===== src/rtl/shift_add_mul_ctrl_pkg.sv =====
// Shared encodings for the shift-add multiplier controller and its datapath.
// Shift codes follow the ShiftRL register convention: 00 hold, 10 right, 01 left.
package shift_add_mul_ctrl_pkg;

  typedef enum logic [2:0] {
    S_IDLE,
    S_LOAD,
    S_TEST,
    S_ADD,
    S_SHIFT,
    S_DONE
  } state_t;

  localparam logic [1:0] SHIFT_HOLD  = 2'b00;
  localparam logic [1:0] SHIFT_RIGHT = 2'b10;
  localparam logic [1:0] SHIFT_LEFT  = 2'b01;

  typedef struct packed {
    logic       load_en;
    logic       clr_a;
    logic       add_en;
    logic [1:0] shift_a;
    logic [1:0] shift_q;
    logic       busy;
    logic       done;
  } ctrl_t;

  // Moore decode: strobes implied by the state being entered.
  function automatic ctrl_t decode(input state_t s);
    ctrl_t c;
    c         = '0;
    c.shift_a = SHIFT_HOLD;
    c.shift_q = SHIFT_HOLD;
    c.busy    = (s != S_IDLE);
    unique case (s)
      S_LOAD: begin
        c.load_en = 1'b1;
        c.clr_a   = 1'b1;
      end
      S_ADD:   c.add_en = 1'b1;
      S_SHIFT: begin
        c.shift_a = SHIFT_RIGHT;
        c.shift_q = SHIFT_RIGHT;
      end
      S_DONE:  c.done = 1'b1;
      default: ;
    endcase
    return c;
  endfunction

endpackage


===== src/rtl/mul_step_counter.sv =====
// Shift-step counter: counts completed shifts, saturating at WIDTH.
// last flags the step whose increment reaches WIDTH; tc flags WIDTH itself.
module mul_step_counter #(
  parameter int WIDTH = 8
) (
  input  logic                       CLK,
  input  logic                       Reset,
  input  logic                       clr,
  input  logic                       inc,
  output logic [$clog2(WIDTH+1)-1:0] step,
  output logic                       last,
  output logic                       tc
);

  localparam int SW = $clog2(WIDTH + 1);

  // Clear wins over increment; never wraps past WIDTH.
  always_ff @(posedge CLK) begin
    if (Reset || clr)
      step <= '0;
    else if (inc && !tc)
      step <= step + SW'(1);
  end

  assign tc   = (step == SW'(WIDTH));
  assign last = (step == SW'(WIDTH - 1));

endmodule


===== src/rtl/shift_add_mul_ctrl.sv =====
// Controller for a shift-add multiplier: LOAD, then WIDTH x (TEST [ADD] SHIFT).
// Build with MUL_CTRL_BUSY_ERR_EN to flag Start while busy on a sticky Err.
module shift_add_mul_ctrl
  import shift_add_mul_ctrl_pkg::*;
#(
  parameter int WIDTH = 8
) (
  input  logic                       CLK,
  input  logic                       Reset,
  input  logic                       Start,
  input  logic                       Ack,
  input  logic                       Q0,
  output logic                       LoadEn,
  output logic                       ClrA,
  output logic                       AddEn,
  output logic [1:0]                 ShiftA,
  output logic [1:0]                 ShiftQ,
  output logic                       Busy,
  output logic                       Done,
  output logic [$clog2(WIDTH+1)-1:0] Step,
  output logic                       Err
);

  state_t state;
  state_t nxt;
  ctrl_t  ctl;
  logic   clr;
  logic   inc;
  logic   last;
  logic   tc;

  // Step is cleared while loading and when a result is acknowledged.
  assign clr = (state == S_LOAD) || (state == S_DONE && Ack);
  assign inc = (state == S_SHIFT) && !tc;

  mul_step_counter #(
    .WIDTH(WIDTH)
  ) u_step (
    .CLK  (CLK),
    .Reset(Reset),
    .clr  (clr),
    .inc  (inc),
    .step (Step),
    .last (last),
    .tc   (tc)
  );

  // Next-state: Start only heard in IDLE, Ack only in DONE.
  always_comb begin
    nxt = state;
    unique case (state)
      S_IDLE:  if (Start) nxt = S_LOAD;
      S_LOAD:  nxt = S_TEST;
      S_TEST:  nxt = Q0 ? S_ADD : S_SHIFT;
      S_ADD:   nxt = S_SHIFT;
      S_SHIFT: nxt = last ? S_DONE : S_TEST;
      S_DONE:  if (Ack) nxt = S_IDLE;
      default: nxt = S_IDLE;
    endcase
  end

  // State and registered Moore outputs decoded from the next state.
  always_ff @(posedge CLK) begin
    if (Reset) begin
      state <= S_IDLE;
      ctl   <= '0;
    end else begin
      state <= nxt;
      ctl   <= decode(nxt);
    end
  end

  assign LoadEn = ctl.load_en;
  assign ClrA   = ctl.clr_a;
  assign AddEn  = ctl.add_en;
  assign ShiftA = ctl.shift_a;
  assign ShiftQ = ctl.shift_q;
  assign Busy   = ctl.busy;
  assign Done   = ctl.done;

`ifdef MUL_CTRL_BUSY_ERR_EN
  logic err_q;

  // Sticky: Start seen while busy; an acknowledged DONE is not busy.
  always_ff @(posedge CLK) begin
    if (Reset)
      err_q <= 1'b0;
    else if (Start && state != S_IDLE && !(state == S_DONE && Ack))
      err_q <= 1'b1;
  end

  assign Err = err_q;
`else
  assign Err = 1'b0;
`endif

endmodule

===== config.mk =====
export PLATFORM = sky130hd
export DESIGN_NAME = shift_add_mul_ctrl
export DESIGN_NICKNAME = d
export VERILOG_FILES = /design/src/rtl/shift_add_mul_ctrl_pkg.sv /design/src/rtl/mul_step_counter.sv /design/src/rtl/shift_add_mul_ctrl.sv
export SDC_FILE = /design/constraint.sdc
export NUM_CORES = 1
export LEC_CHECK = 0
export CORE_MARGIN = 1.5
export CORE_UTILIZATION = 48
export DETAILED_ROUTE_END_ITERATION = 12
export GPL_ROUTABILITY_DRIVEN = 0
export PLACE_DENSITY_LB_ADDON = 0.1
export SLEW_MARGIN = 20
export SYNTH_ARGS = -nofsm -noshare
export SYNTH_HDL_FRONTEND = slang
export SYNTH_HIERARCHICAL = 1
export SYNTH_SLANG_ARGS = --single-unit

===== constraint.sdc =====
create_clock -name CLK -period 3.8 [get_ports CLK]
set_input_delay 0.76 -clock CLK [delete_from_list [all_inputs] [get_ports CLK]]
set_output_delay 0.76 -clock CLK [all_outputs]
set_load 0.01 [all_outputs]

* Word level (Yosys, flattened, before mapping)
Index checks and enable logic that the tools add are counted.
Cells by class: add/subtract/negate cells 1, equality and inequality tests 11, muxes and demuxes 9, reduce and logical (&&, ||, !) cells 8
Operator list (count):
- one-hot mux 3 bit (6 select lines) | 1
- equality test 3 bit, second input constant | 4
- 2-to-1 mux 3 bit | 4
- equality test 3 x 2 -> 1 bit, second input constant | 3
- equality test 3 x 1 -> 1 bit, second input constant | 2
- adder 4 x 1 -> 4 bit, second input constant | 1
- equality test 4 x 3 -> 1 bit, second input constant | 1
- equality test 4 bit, second input constant | 1
- 2-to-1 mux 4 bit | 1
- logical AND 1 bit | 3
- logical NOT 3 bit | 1
- nonzero test 3 bit | 1
- logical OR 1 bit | 2
- 2-to-1 mux 1 bit | 2
- 2-to-1 mux 2 bit | 1
- logical NOT 1 bit | 1
Word-level totals: bits in registers 16, input port bits 5, output and inout bits 14, word-level logic and storage cells 38

* Longest topological paths before layout
depth in word-level cells 5, depth in mapped cells 7, depth with buffers taken out 7

* By module
Netlist, hierarchy kept.
By module, submodules not included:
- shift_add_mul_ctrl | instances 1, cells each 44, area an instance 427.9 µm², sequential area each 160.2 µm²
- mul_step_counter | instances 1, cells each 26, area an instance 215.2 µm², sequential area each 80.1 µm²

* Least setup slack after synthesis
OpenSTA, ideal clock, no wires.
kind register to register, start point register u_step.step[0], end point register u_step.step[2], library setup time 0.070 ns, arrival time 1.602 ns, required time 3.730 ns, path slack 2.128 ns, stages on the path, launching flop included 8, buffers on the path 0, clock period less this slack 1.672 ns, cells stage by stage dfxtp_1 -> inv_1 -> ha_1 -> and3b_1 -> nor3b_1 -> nand2_1 -> or3_1 -> a21boi_1
On the way: cells in the longest elaborated chain, start to end 4, elaborated cells on any way between the ends 5, classes of those cells add/sub (1); eq/ne (1); reduce/logical (3)
RTL lines:
- start: declaration | RTL line mul_step_counter.sv:10 | output logic [$clog2(WIDTH+1)-1:0] step,
- start signal: assignment | RTL line mul_step_counter.sv:22 | step <= step + SW'(1);
- equality test 4 bit | RTL line mul_step_counter.sv:25 | assign tc = (step == SW'(WIDTH));
- via tc | RTL line shift_add_mul_ctrl.sv:30 | logic tc;
- logical NOT 1 bit | RTL line shift_add_mul_ctrl.sv:34 | assign inc = (state == S_SHIFT) && !tc;
- logical AND 1 bit | RTL line shift_add_mul_ctrl.sv:34
- via inc | RTL line shift_add_mul_ctrl.sv:28 | logic inc;
- logical AND 1 bit | RTL line mul_step_counter.sv:21 | else if (inc && !tc)
The timed path passes the listed nets, and every way through them passes these cells. A chain may end at the register's enable or synchronous reset.

* Worst setup path after layout
start point register u_step.step[2], end point output Step[2]
RTL lines:
- end: declaration | RTL line shift_add_mul_ctrl.sv:20 | output logic [$clog2(WIDTH+1)-1:0] Step,
No word-level cell between the ends.

==> summary.log <==
INFO  hold_path      whs_endpoint=u_step/step[2]
INFO  synth          synth.yosys.warnings=6
INFO  critical_path  worstPathBufferInverterCount=1
INFO  job            max_cap_violations=0
INFO  synth          synth_cell_types=29
INFO  synth          synth-async-reset-ratio=0%
INFO  routing        first_pass_iters=4
INFO  power_and_ir_drop power.leakage=0.3298nW
INFO  die            die_w=39.61um
INFO  global_route   number_of_antenna_violations_at_the_first_check_in_global_routing=0
INFO  final_layout   antenna_diode_count=0
INFO  global_route   first_global_vias=404
INFO  clock_network  clock_tree.htree_level_count=1
INFO  clock_network  clockBufferDepth=2
INFO  clock_network  cts_sinks=12
INFO  critical_path  worst_setup_path_category=flop to primary output
INFO  routing        drt_initial_violations=15
INFO  clock_network  clk-insertion-delay-late=270ps
INFO  critical_path  reg2reg_depth=7
INFO  timing         achievable-frequency=0.4999GHz
INFO  routing        wire_per_inst=11.31um
INFO  timing         timing.final.max_slew_violations=0
INFO  final_layout   relative_area_change_from_synthesis_to_final_layout=23.74%
INFO  hold_path      hp-class=flop to flop
INFO  power_and_ir_drop power.ir.vdd_worst=0.1685mV
INFO  routing        remaining_drc_errors=0
INFO  clock_network  cts_root_buffer=clkbuf_4
INFO  critical_path  worst-path-max-fanout=6
INFO  global_route   grt_first_pass_wirelength=1.642mm
INFO  timing         layout_worst_path_cycle_share=52.64%
INFO  die            die-height=39.61um
INFO  placed_design  placement.io_buffers=15
INFO  critical_path  crit-reg2reg-launch=u_step/step[0]
INFO  timing         finalHoldViolations=0
INFO  critical_path  worst-endpoint-required=3040ps
INFO  critical_path  crit_path_top_delay_cell=clkdlybuf4s50_1
INFO  hold_path      worst_hold_startpoint=u_step/step[2]
INFO  die            io_pins=19
INFO  synth          number_of_flops_mapped_to_enable_cells_by_yosys=0
INFO  final_layout   fin_cells=99
INFO  clock_network  hold_buffers=0
INFO  synth          syn-instance-count=70
INFO  clock_network  cts_tree=done
INFO  synth          synth_area=643.1um2
INFO  clock_network  path_clk_slew=70ps
INFO  synth          yosys_most_used_dff=dfxtp_1
INFO  power_and_ir_drop power_density=350.9mW/mm2
INFO  hold_path      hold_depth=2
INFO  routing        drtAntennaViolNets=0
INFO  die            die-area=0.001569mm2
INFO  power_and_ir_drop total_power=0.2793mW
INFO  critical_path  rr_endpoint=u_step/step[2]
INFO  die            initial_core_util=50.69%
INFO  clock_network  tritoncts.num_buffers=3
INFO  timing         period_minus_slack=2000ps
INFO  timing         fin_worst_skew=0.6137ps
INFO  final_layout   filler_cells_inserted=112
INFO  final_layout   multi_input_comb_area=335.3um2
INFO  synth          yosys-top-cells-area=dfxtp_1 (37%), buf_4 (5.8%), mux2i_1 (4.7%)
INFO  timing         hold-worst-slack=521.3ps
INFO  timing         setup_tns=0ps
INFO  synth          synth_seq_cells=12
INFO  global_route   maximum_number_of_pins_on_one_net_before_global_route_repair=12
INFO  outcome        outcome=finished clean
INFO  synth          post-synth-top-area-cell=dfxtp_1
INFO  synth          post_synth.cell_area_avg=9.187um2
INFO  critical_path  ff2ff_setup_slack=1970ps
INFO  routing        detailroute.via_count=511
INFO  routing        wl=1.120mm
INFO  critical_path  startpoint_type=flop
INFO  timing         finalSetupViolations=0
INFO  die            floorplan.rows=13
INFO  critical_path  end_kind=primary output
INFO  synth          synth_largest_type_area_fraction=37.35%
INFO  critical_path  timing.critical_path.cells=clkdlybuf4s50_1
INFO  final_layout   final-seq-area=240.2um2
INFO  synth          seq_area_frac_synth=37.35%
INFO  critical_path  cp_data_arrival_time=1240ps
INFO  placed_design  placed_instances=95
INFO  die            floorplan.core_area=0.001269mm2
INFO  routing        post_drt_via_cell_ratio=5.162
INFO  final_layout   layout.nets=92
INFO  critical_path  crit_family=buffers and inverters
INFO  global_route   track_usage=16.57%
INFO  global_route   grt.overflow.total=0
INFO  final_layout   drive_above_1_share=8.333%
INFO  timing         setup_repair_after_global_routing_missed_its_margin=false
INFO  clock_network  number_of_instances_resized_during_post_cts_repair=0
INFO  clock_network  cts_post_setup_buffers_inserted=0
INFO  critical_path  slowest_delay=570ps
INFO  placed_design  dp_hpwl=817.5um
==> metrics by stage <==
step	instance area [um2]	utilization, %	setup WS, ps
after floorplan	650.6	-	2128
after detailed placement	759.5	59.86	1685
after CTS	795.8	62.72	1778
after global routing	795.8	62.72	1730
final	795.8	62.72	1800
after global placement	759.5	59.86	1715
==> cell usage after synthesis (all sizes together) (2+ instances only) <==
cell type,n
a21oi,3
and2b,2
buf,7
dfxtp,12
ha,2
inv,4
mux2i,3
nand2,8
nor2,4
nor2b,4
nor3,2
nor3b,3
==> kinds of logic after synthesis <==
group           synth area share, %
fa+ha+maj                     3.890
simple gates                  28.60
xor+xnor                      1.362
buf+inv                       11.67
compound gates                11.87
mux                           4.669
other cells                  0.5831
flops                         37.35
==> metal layers <==
layer / vias up / global-route usage [%] / share of wire, %
met2: 14 / 24.59 / 45
met4: 0 / 12.93 / 1.1
li1: 261 / - / -
met3: 2 / 3.409 / 4.6
met1: 234 / 20.42 / 50
met5: - / 0 / 0
==> worst min-delay path: stages (launching register included) <==
cell	delay (ps)
dfxtp_1	350
nand2_1	70
a21boi_1	50
==> worst max-delay path by stage <==
stage                        start  slack, ps             end  cells after the start
floorplan           u_step/step[0]       2130  u_step/step[2]                      7
global placement             Reset       1720          LoadEn                      3
detailed placement           Reset       1690          LoadEn                      3
CTS                 u_step/step[2]       1780         Step[2]                      1
global route        u_step/step[2]       1730         Step[2]                      1
finish              u_step/step[2]       1800         Step[2]                      1
==> layout make-up <==
type	count	area share (%)
Sequential cell	12	30.19
Timing Repair Buffer	15	18.87
Inverter	4	1.887
Clock buffer	4	4.560
Multi-Input combinational cell	49	42.14
Tap cell	15	2.358
==> power by group <==
group	switching, mW	internal [mW]	total (mW)
Combinational	0.0179	0.0241	0.0420
Sequential	0.00670	0.132	0.139
Clock	0.0406	0.0582	0.0987
Total	0.0652	0.214	0.279
==> flip-flops by register name (all words and copies together) (netlist names) <==
name	cells
AddEn	1
LoadEn	1
Busy	1
ShiftA	1
state	3
u_step/step	4
Done	1
==> placed cells by master (no fill, tap or decap), types with 2 or more instances in the layout <==
| master | count |
|---|---|
| clkdlybuf4s50_1 | 15 |
| dfxtp_1 | 12 |
| nand2_1 | 8 |
| nor2b_1 | 4 |
| inv_1 | 4 |
| nor2_1 | 4 |
| nor3b_1 | 3 |
| mux2i_1 | 3 |
| a21oi_1 | 3 |
| conb_1 | 3 |
| clkbuf_4 | 3 |
| and2b_1 | 2 |
| nor3_1 | 2 |
| ha_1 | 2 |
(Power assumes the default switching activity.)
